<file path="src/rtl/decoder_scan_ctrl.sv">
// decoder_scan_ctrl: upstream sequencer producing the sel/enable pair for a
// one-hot decoder. Steps sel through the channels, holding each one with
// enable=1 for DWELL cycles, with an optional BLANK-cycle enable=0 gap between
// channels for break-before-make. Supports single-pass and continuous scans.
// Optional feature macro: SCAN_SKIP_MASK_EN adds a skip_mask input; masked
// channels are never driven and the scan jumps to the next unmasked index.
// All outputs are registered.
module decoder_scan_ctrl #(
   parameter int WIDTH = 16,
   parameter int DWELL = 4,
   parameter int BLANK = 1
) (
   input  logic                     clk,
   input  logic                     reset,
   input  logic                     start,
   input  logic                     stop,
   input  logic                     continuous,
`ifdef SCAN_SKIP_MASK_EN
   input  logic [WIDTH-1:0]         skip_mask,
`endif
   output logic [$clog2(WIDTH)-1:0] sel,
   output logic                     enable,
   output logic                     busy,
   output logic                     done,
   output logic                     wrap
);

   localparam int SW   = $clog2(WIDTH);
   localparam int CMAX = (DWELL > BLANK) ? DWELL : BLANK;
   localparam int CW   = $clog2(CMAX + 1);
   localparam logic [CW-1:0] DWELL_LAST = CW'(DWELL - 1);
   // Unused when BLANK=0 (GAP is unreachable then).
   localparam logic [CW-1:0] BLANK_LAST = CW'(BLANK - 1);

   typedef enum logic [1:0] {IDLE, DRIVE, GAP, DONE} state_t;

   state_t          state, nstate;
   logic [CW-1:0]   cnt, ncnt;
   logic            cont_q, ncont;
   // Index (and wrap flag) of the next channel, decided when a dwell ends
   // and held through the gap so the mask is only sampled at the decision.
   logic [SW-1:0]   tgt, ntgt;
   logic            tgt_wrap, ntgt_wrap;

   logic [SW-1:0]   nsel;
   logic            nen, nbusy, ndone, nwrap;

   logic [WIDTH-1:0] mask;
   logic             has_any, has_up;
   logic [SW-1:0]    low_idx, up_idx;

`ifdef SCAN_SKIP_MASK_EN
   assign mask = skip_mask;
`else
   assign mask = '0;
`endif

   // Find the lowest unmasked channel and the first unmasked one above sel.
   always_comb begin
      has_any = 1'b0;
      has_up  = 1'b0;
      low_idx = '0;
      up_idx  = '0;
      for (int i = WIDTH - 1; i >= 0; i--) begin
         if (!mask[i]) begin
            has_any = 1'b1;
            low_idx = SW'(i);
            if (i > int'(sel)) begin
               has_up = 1'b1;
               up_idx = SW'(i);
            end
         end
      end
   end

   // State register plus registered outputs; reset dominates everything.
   always_ff @(posedge clk) begin
      if (reset) begin
         state    <= IDLE;
         cnt      <= '0;
         cont_q   <= 1'b0;
         tgt      <= '0;
         tgt_wrap <= 1'b0;
         sel      <= '0;
         enable   <= 1'b0;
         busy     <= 1'b0;
         done     <= 1'b0;
         wrap     <= 1'b0;
      end else begin
         state    <= nstate;
         cnt      <= ncnt;
         cont_q   <= ncont;
         tgt      <= ntgt;
         tgt_wrap <= ntgt_wrap;
         sel      <= nsel;
         enable   <= nen;
         busy     <= nbusy;
         done     <= ndone;
         wrap     <= nwrap;
      end
   end

   // Next-state logic: dwell/gap counting and the advance decision.
   always_comb begin
      nstate    = state;
      ncnt      = cnt;
      ncont     = cont_q;
      ntgt      = tgt;
      ntgt_wrap = tgt_wrap;
      case (state)
         IDLE: begin
            ncnt = '0;
            if (start && !stop) begin
               ncont = continuous;
               if (has_any) begin
                  nstate    = DRIVE;
                  ntgt      = low_idx;
                  ntgt_wrap = 1'b0;
               end else if (!continuous) begin
                  nstate = DONE;
               end
            end
         end
         DRIVE: begin
            if (stop) begin
               nstate = IDLE;
               ncnt   = '0;
            end else if (cnt == DWELL_LAST) begin
               ncnt = '0;
               if (has_up) begin
                  ntgt      = up_idx;
                  ntgt_wrap = 1'b0;
                  nstate    = (BLANK > 0) ? GAP : DRIVE;
               end else if (cont_q && has_any) begin
                  ntgt      = low_idx;
                  ntgt_wrap = 1'b1;
                  nstate    = (BLANK > 0) ? GAP : DRIVE;
               end else if (cont_q) begin
                  // every channel masked mid-scan: nothing left to drive
                  nstate = IDLE;
               end else begin
                  nstate = DONE;
               end
            end else begin
               ncnt = cnt + CW'(1);
            end
         end
         GAP: begin
            if (stop) begin
               nstate = IDLE;
               ncnt   = '0;
            end else if (cnt == BLANK_LAST) begin
               nstate = DRIVE;
               ncnt   = '0;
            end else begin
               ncnt = cnt + CW'(1);
            end
         end
         default: begin
            nstate = IDLE;
            ncnt   = '0;
         end
      endcase
   end

   // Output logic: values the output registers take for the next state.
   always_comb begin
      nsel  = sel;
      nen   = 1'b0;
      nbusy = 1'b0;
      ndone = 1'b0;
      nwrap = 1'b0;
      case (nstate)
         IDLE: nsel = '0;
         DRIVE: begin
            nen   = 1'b1;
            nbusy = 1'b1;
            // sel only moves on entry to a new dwell, never while enabled
            if (state != DRIVE || cnt == DWELL_LAST) begin
               nsel  = ntgt;
               nwrap = ntgt_wrap;
            end
         end
         GAP:     nbusy = 1'b1;
         default: ndone = 1'b1;
      endcase
   end

endmodule

</file>
<file path="config.mk">
export PLATFORM = sky130hd
export DESIGN_NAME = decoder_scan_ctrl
export DESIGN_NICKNAME = d
export VERILOG_FILES = /design/src/rtl/decoder_scan_ctrl.sv
export SDC_FILE = /design/constraint.sdc
export NUM_CORES = 1
export LEC_CHECK = 0
export ABC_AREA = 1
export BUFFER_PORTS_ARGS = -buffer_cell sky130_fd_sc_hd__buf_2
export CELL_PAD_IN_SITES_DETAIL_PLACEMENT = 0
export CELL_PAD_IN_SITES_GLOBAL_PLACEMENT = 1
export CORE_MARGIN = 2
export CORE_UTILIZATION = 43
export CTS_CLUSTER_DIAMETER = 80
export CTS_CLUSTER_SIZE = 8
export DETAILED_ROUTE_END_ITERATION = 16
export PLACE_DENSITY_LB_ADDON = 0.1
export SKIP_CTS_REPAIR_TIMING = 1
export SLEW_MARGIN = 20
export SYNTH_ARGS = -nofsm -noshare
export SYNTH_HDL_FRONTEND = slang
export SYNTH_SLANG_ARGS = --single-unit
</file>
<file path="constraint.sdc">
create_clock -name clk -period 3.55 [get_ports clk]
set_input_delay 0.355 -clock clk [delete_from_list [all_inputs] [get_ports clk]]
set_output_delay 0.355 -clock clk [all_outputs]
set_load 0.02 [all_outputs]
</file>
After elaboration in Yosys (flattened, before gate mapping). Index checks and enable logic that the tools add are counted.

Bitwise logic cells: 2. Magnitude comparators: 15. Add/sub/neg operators: 1. Multiplexer cells: 60. Eq/ne operators: 7. Reduce and logical (&&, ||, !) cells: 12.

Operators with widths (number): 2-to-1 mux 4 bit (21); > comparator 4 bit, first input constant (8); 2-to-1 mux 1 bit (25); > comparator 3 x 4 -> 1 bit, first input constant (4); one-hot mux 4 bit (2 select lines) (2); 2-to-1 mux 3 bit (4); 2-to-1 mux 2 bit (5); > comparator 2 x 4 -> 1 bit, first input constant (2); one-hot mux 2 bit (3 select lines) (1); one-hot mux 3 bit (2 select lines) (1); OR reduction 3 bit (2); equality test 2 x 1 -> 1 bit, second input constant (2); equality test 2 bit, second input constant (2); > comparator 1 x 4 -> 1 bit, first input constant (1); zero test 2 bit (2); AND reduction 2 bit (2); adder 3 x 1 -> 3 bit, second input constant (1); equality test 3 x 2 -> 1 bit, second input constant (1); zero test 3 bit (1); inequality test 2 x 1 -> 1 bit, second input constant (1); inequality test 2 bit, second input constant (1); inverter 1 bit (2); one-hot mux 1 bit (2 select lines) (1); nonzero test 2 bit (1); 4 further kinds (4).

Register bits: 19. Input bits: 5.

Logic depth before layout (Yosys ltp). Gate-level depths: netlist of the first run.

Word-level depth: 23. Depth in mapped cells: 17.

Worst setup path before layout of the first run. No wires, ideal clock.

Kind: flip-flop to flip-flop. Start point: reg cnt[0]. End point: reg sel[0]. Cell stages (with the launch flop): 16. Arrival: 1.825 ns. Slack: 1.612 ns. Setup time: 0.113 ns. Period minus slack after synthesis: 1.938 ns. Buffers on the path: 0. Required time: 3.437 ns. Cell sequence: dfxtp_1 -> ha_1 -> ha_1 -> nor2_2 -> o21ai_1 -> nand2_1 -> nand2_1 -> nand2_1 -> nand2_2 -> inv_2 -> ha_1 -> inv_1 -> nor2_2 -> a21oi_2 -> nand3_1 -> nand2_1.

Longest elaborated chain between the ends: 7.

RTL lines: start: declaration (RTL line 38) `logic [CW-1:0] cnt, ncnt;`; start signal: assignment (RTL line 91) `cnt <= ncnt;`; equality test 3 x 2 -> 1 bit / zero test 3 bit (equally long branches) (RTL line 128, 152); 2-to-1 mux 2 bit (on tied branches) (RTL line 128, 152); 2-to-1 mux 2 bit (on tied branches) (RTL line 125, 149); one-hot mux 2 bit (3 select lines) (*) (RTL line 110) `case (state)`; net nstate[0] (RTL line 37) `state_t state, nstate;`; equality test 2 x 1 -> 1 bit / zero test 2 bit (equally long branches) (RTL line 173) `case (nstate)`; inequality test 2 bit (no line) / nonzero test 2 bit (equally long branches); AND reduction 2 bit (no line); end signal: assignment (RTL line 95) `sel <= nsel;`; end: declaration (RTL line 21) `output logic [$clog2(WIDTH)-1:0] sel,`.

The timed path passes the listed nets; every way through them passes the cells marked *. The select of a mux whose other input is x is not followed. A chain may end at the register's enable or synchronous reset.

Worst setup path in the final report of the first run. Same ends and word-level chain as after synthesis.

==> results.sh, run 1 <==
export IMPL_dr_pass1_iters=4
export IMPL_synth_seq_cells=19
export IMPL_cp_slowest_cell="dfxtp_1"
export IMPL_power_density_nw_per_um2=323
export IMPL_max_freq_mhz=435
export IMPL_criticalPathCategory="reg2reg"
export IMPL_path_cells="ha_1 -> ha_1 -> nand2_2 -> nor2_1 -> a31oi_1 -> nand2_1 -> nand2_2 -> inv_2 -> ha_1 -> inv_1 -> nor2_2 -> a21oi_2 -> nand3_1 -> nand2_1"
export IMPL_port_buffers=12
export IMPL_synthesis_nets=169
export IMPL_rsz0062_at_grt="no"
export IMPL_antenna_found_initial=0
export IMPL_grt_use_total=0.178
export IMPL_chipWidth_microns=54.1
export IMPL_most_common_layout_cells="nand2_1 (37), inv_1 (19), dfxtp_1 (19)"
export IMPL_grt_max_degree=12
export IMPL_clock_sinks=19
export IMPL_routed_via_density=4.78
export IMPL_place_area_sq_um=1160
export IMPL_ys_seq_area_frac=0.352
export IMPL_finalSetupTns_ps=0
export IMPL_wirelength_microns=2250
export IMPL_placed_cells=192
export IMPL_place_gp_congestion=0.845
export IMPL_cts_tree="done"
export IMPL_netlist_instances=153
export IMPL_min_period_ps=2300
export IMPL_clk_insertion_delay_late_ps=300
export IMPL_arrival_ps=2510
export IMPL_finalHoldViolCount=0
export IMPL_layout_drive_gt1_share=0.193
export IMPL_ant_nets=0
export IMPL_die_h_microns=54.1
export IMPL_worst_path_largest_cell_delay_ps=380
export IMPL_vias=936
export IMPL_overflow=0
export IMPL_worstMarginPinSlew_ps=303
export IMPL_start_kind="flip-flop"
export IMPL_nets=183
export IMPL_drtIter0Drc=18
export IMPL_h_tree_depth=1
export IMPL_syn_area_per_cell_sq_um=7.06
export IMPL_syn_to_final_growth_pct=9.62
export IMPL_clk_pin_slew_worst_paths_ps=110
export IMPL_grt_pass1_wl_microns=3710
export IMPL_fin_cells=196
export IMPL_cts_made_buffers=3
export IMPL_cp_max_fo=6
export IMPL_hold_path_class="in2reg"
export IMPL_synth_area_sq_um=1080
export IMPL_drv_slew=0
export IMPL_num_io_pins=13
export IMPL_final_setup_skew_ps=1.47
export IMPL_nFillCells=276
export IMPL_power_leakage_nw=0.583
export IMPL_cts_buffer_depth=2
export IMPL_status="finished, final reports clean"
export IMPL_start_util=0.444
export IMPL_dp_hpwl_microns=1740
export IMPL_dieArea_sq_um=2930
export IMPL_rows=18
export IMPL_stdcell_area_sq_um=1180
export IMPL_yosys_warnings=0
export IMPL_drc=0
export IMPL_yosys_cell_types_count=24
export IMPL_peakVddDrop_mv=0.216
export IMPL_crit_top_cell="ha_1"
export IMPL_root_buffer="clkbuf_4"
export IMPL_grt_pass1_vias=869
export IMPL_fp_coreArea_sq_um=2430
export IMPL_end_kind="flip-flop"
export IMPL_max_slew_margin=0.798
export IMPL_finalCritPeriodShare=0.647
export IMPL_finalSetupViolations=0
export IMPL_wire_per_inst_microns=11.5
export IMPL_required_ps=3760
export IMPL_drv_cap=0
export IMPL_layout_commonest_cell="nand2_1"
export IMPL_n_antenna_cell=0
[where the power goes]
group	switching [mW]	internal, mW
registers	0.00220	0.217
logic	0.0343	0.0145
clock network	0.0710	0.0438
[layout make-up]
| class | instances | area, sq um | share of cell area |
|---|---|---|---|
| clock buffers | 4 | 26.3 | 0.0222 |
| inverters | 24 | 90.1 | 0.0761 |
| multi-input cells | 107 | 589 | 0.498 |
| flip-flops and latches | 19 | 380 | 0.321 |
| well taps | 30 | 37.5 | 0.0317 |
| repair buffers | 12 | 60.1 | 0.0507 |
[worst max-delay path, delay by kind of cell (launching register included)]
kind	cells	cell delay [ps]
and+or+nand+nor	7	880
adders and majority gates	3	600
buffers and inverters	2	130
DFF	1	380
AOI/OAI and AO/OA	2	220
[per-layer routing]
layer | vias to the layer above | global-route usage | part of all wire
li1 | 502 | - | -
met1 | 415 | 0.237 | 0.51
met2 | 14 | 0.289 | 0.45
met3 | 5 | 0.0278 | 0.025
met4 | 0 | 0.0625 | 0.014
met5 | - | 0 | 0
[stage by stage]
stage | hold WS [ps] | worst slack, ps | util | power, mW
after floorplan | 417 | 1610 | - | 0.261
after global placement | 429 | 1300 | 0.476 | 0.271
after detailed placement | 440 | 1270 | 0.476 | 0.272
after CTS | 345 | 1220 | 0.487 | 0.386
after global routing | 367 | 947 | 0.487 | 0.398
final | 350 | 1250 | 0.487 | 0.382
[path summary, 6_finish.rpt]
kind                    from  endpoint  slack [ps]  cells past startpoint
setup reg to reg      cnt[0]    sel[0]        1250                     14
hold / removal    continuous    cont_q         350                      3
setup / recovery      cnt[0]    sel[0]        1250                     14
hold reg to reg       cnt[0]    cnt[0]         470                      1
[cells by family after synthesis]
group | synth area share
adders and majority gates | 0.127
AOI/OAI and AO/OA | 0.0950
and+or+nand+nor | 0.323
buffers and inverters | 0.102
DFF | 0.352
[registers in the layout (all words and copies together) (netlist names)]
register,flops
cont_q,1
busy,1
done,1
sel,4
enable,1
tgt,4
state,2
tgt_wrap,1
cnt,3
wrap,1
[synth_stat cells]
| cell | n | area, sq um |
|---|---|---|
| a21oi_1 | 6 | 30.0 |
| a21oi_2 | 1 | 8.76 |
| a31oi_1 | 2 | 12.5 |
| and2_1 | 1 | 6.26 |
| buf_2 | 1 | 5.00 |
| buf_6 | 1 | 11.3 |
| clkbuf_1 | 1 | 3.75 |
| dfxtp_1 | 19 | 380 |
| ha_1 | 11 | 138 |
| inv_1 | 19 | 71.3 |
| inv_2 | 5 | 18.8 |
| nand2_1 | 37 | 139 |
| nand2_2 | 5 | 31.3 |
| nand3_1 | 13 | 65.1 |
| nand3_2 | 1 | 10.0 |
| nand3b_1 | 1 | 7.51 |
| nand4_1 | 1 | 6.26 |
| nor2_1 | 14 | 52.6 |
| nor2_2 | 4 | 25.0 |
| o21ai_0 | 3 | 15.0 |
| o21ai_1 | 4 | 20.0 |
| o21ai_2 | 1 | 8.76 |
| o21bai_1 | 1 | 7.51 |
| or2_0 | 1 | 6.26 |
(Power assumes the default switching activity.)
==> inputs of run 2 (changes only) <==
Settings changed: CORE_UTILIZATION 43 to 40.
Clock period 3.55 ns to 2.3 ns, I/O delays scaled along.
==> run 2 against run 1 <==
Against the previous run: sequential cell count did not move; cell count rose by 1.0%; critical path depth rose by 1; via count rose by 1.4%; non-clock buffer count rose by 2; total power rose by 58%; maximum frequency rose by 8.3%; utilization fell by 0.30 points; clock power rose by 57%.
==> results.sh, run 2 (synthesized netlist as in run 1, its figures left out) <==
export IMPL_status="finished, final reports clean"
export IMPL_worst_hold_slack_ps=207
export IMPL_ff_latch_area_sq_um=383
export IMPL_finalCritPeriodShare=0.922
export IMPL_drtIter0Drc=16
export IMPL_globalRoute_busiestLayer="met2"
export IMPL_end_kind="flip-flop"
export IMPL_gr_usage_met2=0.264
export IMPL_port_buffers=12
export IMPL_routed_via_density=4.79
export IMPL_crit_path_start="cnt[0]"
export IMPL_multi_input_area_sq_um=604
export IMPL_placed_cells=194
export IMPL_rr_startpoint="cnt[0]"
export IMPL_clk_pin_slew_worst_paths_ps=120
export IMPL_grt_use_total=0.159
export IMPL_drv_cap=0
export IMPL_cts_tree="done"
export IMPL_fin_cells=198
export IMPL_max_freq_mhz=472
export IMPL_final_setup_skew_ps=0.576
export IMPL_fp_coreArea_sq_um=2520
export IMPL_nFillCells=278
export IMPL_start_util=0.428
export IMPL_antenna_found_initial=0
export IMPL_clk_insertion_delay_late_ps=300
export IMPL_ant_nets=0
export IMPL_reg2regPathDepth=15
export IMPL_min_period_ps=2120
export IMPL_wirelength_microns=2280
export IMPL_arrival_ps=2330
export IMPL_chipWidth_microns=56.0
export IMPL_die_h_microns=56.0
export IMPL_dp_hpwl_microns=1730
export IMPL_required_ps=2510
export IMPL_min_from="continuous"
export IMPL_finalSetupTns_ps=0
export IMPL_power_density_nw_per_um2=496
export IMPL_most_common_layout_cells="nand2_1 (37), inv_1 (18), dfxtp_1 (17)"
export IMPL_grt_use_met1=0.207
export IMPL_grt_pass1_vias=904
export IMPL_syn_to_final_growth_pct=13.0
export IMPL_stdcell_area_sq_um=1220
export IMPL_root_buffer="clkbuf_4"
export IMPL_cts_buffer_depth=2
export IMPL_drc=0
export IMPL_max_slew_margin=0.786
export IMPL_clock_sinks=19
export IMPL_fin_ws_ps=180
export IMPL_hold_path_depth=3
export IMPL_h_tree_depth=1
export IMPL_finalSetupViolations=0
export IMPL_place_gp_congestion=0.773
export IMPL_reg_largest_list="sel: 4 flops, tgt: 4 flops, cnt: 3 flops"
export IMPL_vias=949
export IMPL_n_antenna_cell=0
export IMPL_layout_drive_gt1_share=0.232
export IMPL_overflow=0
export IMPL_place_area_sq_um=1170
export IMPL_wire_per_inst_microns=11.5
export IMPL_cp_max_fo=6
export IMPL_preCtsSetupSlack_ps=125
export IMPL_criticalPathCategory="reg2reg"
export IMPL_dieArea_sq_um=3130
export IMPL_num_io_pins=13
export IMPL_start_kind="flip-flop"
export IMPL_grt_pass1_wl_microns=3960
export IMPL_power_leakage_nw=0.594
export IMPL_nets=185
export IMPL_peakVddDrop_mv=0.482
export IMPL_cts_made_buffers=3
export IMPL_grt_max_degree=13
export IMPL_rows=18
export IMPL_dr_pass1_iters=4
export IMPL_drv_slew=0
export IMPL_grt_use_met3=0.0465
export IMPL_hold_path_class="in2reg"
export IMPL_layout_commonest_cell="nand2_1"
export IMPL_finalHoldViolCount=0
export IMPL_worstMarginPinSlew_ps=320
-- run 2: final cells by class --
cell class | count | area share
inverters | 24 | 0.0738
clock inverters | 1 | 0.00615
repair buffers | 14 | 0.0615
flip-flops and latches | 19 | 0.314
well taps | 30 | 0.0308
multi-input cells | 107 | 0.495
clock buffers | 3 | 0.0185
-- run 2: report_power, final --
group	switching, mW	internal [mW]	total, mW	leakage, nW
Sequential	0.00341	0.335	0.338	0.155
Clock	0.115	0.0662	0.181	0.0139
Combinational	0.0589	0.0270	0.0859	0.426
-- run 2: final timing paths --
check / endpoint / slack [ps]
max: sel[2] / 180
min: cont_q / 210
max reg2reg: sel[2] / 180
min reg2reg: cnt[0] / 460
-- run 2: stage by stage --
step	util	total power, mW
finish	0.484	0.605
global route	0.484	0.635
CTS	0.477	0.604
detailed placement	0.465	0.422
global placement	0.465	0.421
floorplan	-	0.403
-- run 2: metal layers --
metal / up-vias / share of wire
li1: 503 / -
met1: 425 / 0.51
met3: 4 / 0.035
met5: - / 0
met4: 0 / 0.012
met2: 17 / 0.45
-- run 2: worst max-delay path, cell delays in order, from the launching register on --
cell and delay (ps):
dfxtp_1 340, ha_1 210, ha_2 210, nor2_2 240, o21ai_1 90, nand2_1 60, nand2_1 50, nand2_1 70
nand2_2 70, inv_2 60, ha_1 150, inv_2 60, nor2_4 210, a21oi_4 70, nand3_1 80, nand2_1 60
==> inputs of run 3 (changes only) <==
Settings changed: CORE_UTILIZATION 40 to 43, PLACE_DENSITY set to 0.78, PLACE_DENSITY_LB_ADDON 0.1 to not set.
Clock period 2.3 ns to 2.6 ns, I/O delays scaled along.
==> run 3 against run 2 <==
Against the previous run: sequential power fell by 12%; via count is 6.0% lower; maximum frequency fell by 5.2%; clock power fell by 18%; non-clock buffer count down 2; global-route usage up 1.1 points; worst hold slack better by 43 ps; register-to-register slack gained 180 ps; first-iteration DRC count up 31%; count of clock-buffer cells in the layout up 1; critical path depth grew 1; critical endpoint is now sel[0]; highest routed layer unchanged.
==> results.sh, run 3 (synthesized netlist as in run 1, its figures left out) <==
export IMPL_place_gp_congestion=0.780
export IMPL_start_kind="flip-flop"
export IMPL_grt_pass1_vias=804
export IMPL_drv_cap=0
export IMPL_syn_to_final_growth_pct=9.62
export IMPL_power_mw=0.514
export IMPL_final_util=0.487
export IMPL_final_setup_skew_ps=6.77
export IMPL_required_ps=2800
export IMPL_reg_largest_list="sel: 4 flops, tgt: 4 flops, cnt: 3 flops"
export IMPL_chipWidth_microns=54.1
export IMPL_drc=0
export IMPL_cp_slowest_cell="dfxtp_1"
export IMPL_wirelength_microns=2120
export IMPL_max_freq_mhz=447
export IMPL_finalHoldViolCount=0
export IMPL_cts_buffer_depth=2
export IMPL_peakVddDrop_mv=0.361
export IMPL_clock_sinks=19
export IMPL_cp_max_fo=8
export IMPL_worst_hold_slack_ps=251
export IMPL_min_period_ps=2240
export IMPL_grt_max_degree=12
export IMPL_finalCritPeriodShare=0.860
export IMPL_reg2regPathDepth=16
export IMPL_path_cells="inv_1 -> ha_1 -> inv_2 -> nor2_2 -> o21ai_1 -> nand2_1 -> nand2_1 -> nand2_1 -> nand2_2 -> inv_2 -> ha_1 -> inv_1 -> nor2_2 -> a21oi_2 -> nand3_1 -> nand2_1"
export IMPL_antenna_found_initial=0
export IMPL_rows=18
export IMPL_h_tree_depth=1
export IMPL_start_util=0.444
export IMPL_grt_use_total=0.169
export IMPL_fp_coreArea_sq_um=2430
export IMPL_wl_met1_microns=1130
export IMPL_port_buffers=12
export IMPL_combPwrFrac=0.128
export IMPL_p_switching_mw=0.138
export IMPL_grt_pass1_wl_microns=3460
export IMPL_arrival_ps=2430
export IMPL_route_met2_wl_microns=915
export IMPL_most_common_layout_cells="nand2_1 (37), inv_1 (19), dfxtp_1 (19)"
export IMPL_hold_path_class="in2reg"
export IMPL_drtIter0Drc=21
export IMPL_p_seq_frac=0.582
export IMPL_clk_insertion_delay_late_ps=300
export IMPL_routed_via_density=4.55
export IMPL_vias=892
export IMPL_netSwitchingFraction=0.269
export IMPL_max_slew_margin=0.788
export IMPL_root_buffer="clkbuf_4"
export IMPL_dr_max_layer_used="met4"
export IMPL_intPower_mw=0.375
export IMPL_rsz0062_at_grt="no"
export IMPL_overflow=0
export IMPL_hold_path_depth=3
export IMPL_worstMarginPinSlew_ps=318
export IMPL_crit_top_cell="nand2_1"
export IMPL_num_io_pins=13
export IMPL_ant_nets=0
export IMPL_placed_cells=192
export IMPL_finalSetupTns_ps=0
export IMPL_dr_pass1_iters=4
export IMPL_wl_met3_microns=60
export IMPL_n_antenna_cell=0
export IMPL_power_leakage_nw=0.583
export IMPL_layout_commonest_cell="nand2_1"
export IMPL_cts_made_buffers=3
export IMPL_dp_hpwl_microns=1650
export IMPL_worst_path_largest_cell_delay_ps=350
export IMPL_cts_tree="done"
export IMPL_finalSetupViolations=0
export IMPL_wire_per_inst_microns=10.8
export IMPL_clockPowerShare=0.290
export IMPL_drv_slew=0
export IMPL_nets=183
export IMPL_fin_cells=196
export IMPL_dieArea_sq_um=2930
export IMPL_end_kind="flip-flop"
export IMPL_clk_pin_slew_worst_paths_ps=110
export IMPL_die_h_microns=54.1
export IMPL_status="finished, final reports clean"
export IMPL_criticalPathCategory="reg2reg"
export IMPL_power_density_nw_per_um2=434
export IMPL_layout_drive_gt1_share=0.193
run 3: cell types whose count changed in the layout (fill, tap and decap cells not counted):
cell        before  now
clkinvlp_4       1    0
nor2_2           3    4
dfxtp_2          2    0
a21oi_4          1    0
buf_4            2    0
clkbuf_1         0    1
ha_1            10   11
ha_2             1    0
inv_1           18   19
nor2_4           1    0
inv_2            6    5
dfxtp_1         17   19
a21oi_2          0    1
run 3: worst paths after layout:
| kind | slack, ps | from | to |
|---|---|---|---|
| setup / recovery | 360 | state[1] | sel[0] |
| hold / removal | 250 | continuous | cont_q |
| hold reg to reg | 460 | cnt[0] | cnt[0] |
| setup reg to reg | 360 | state[1] | sel[0] |
run 3: area by class of cell:
class                   count  area [sq um]
clock buffers               4          26.3
multi-input cells         107           589
repair buffers             12          60.1
flip-flops and latches     19           380
inverters                  24          90.1
fillers                   250          1250
well taps                  30          37.5
run 3: metrics by stage:
step                setup WS, ps  area, sq um
global placement             364         1160
detailed placement           360         1160
finish                       364         1180
global route                89.0         1180
floorplan                    662         1080
CTS                          337         1180
run 3: routing by layer:
layer	vias up	GRT usage
met1	376	0.234
li1	504	-
met4	0	0.0250
met2	10	0.266
met5	-	0
met3	2	0.0500
run 3: critical path: cells and delay by family, from the launching register on:
| family | cells | cell delay, ps |
|---|---|---|
| simple gates | 8 | 790 |
| fa+ha+maj | 2 | 480 |
| flops | 1 | 350 |
| buf+inv | 4 | 340 |
| compound gates | 2 | 160 |
run 3: power groups by stage:
stage               combinational (mW)  clock (mW)  sequential, mW
finish                          0.0655       0.149           0.299
detailed placement              0.0653           0           0.305
floorplan                       0.0483           0           0.308
CTS                             0.0657       0.160           0.299
global route                    0.0736       0.170           0.300
global placement                0.0660           0           0.305
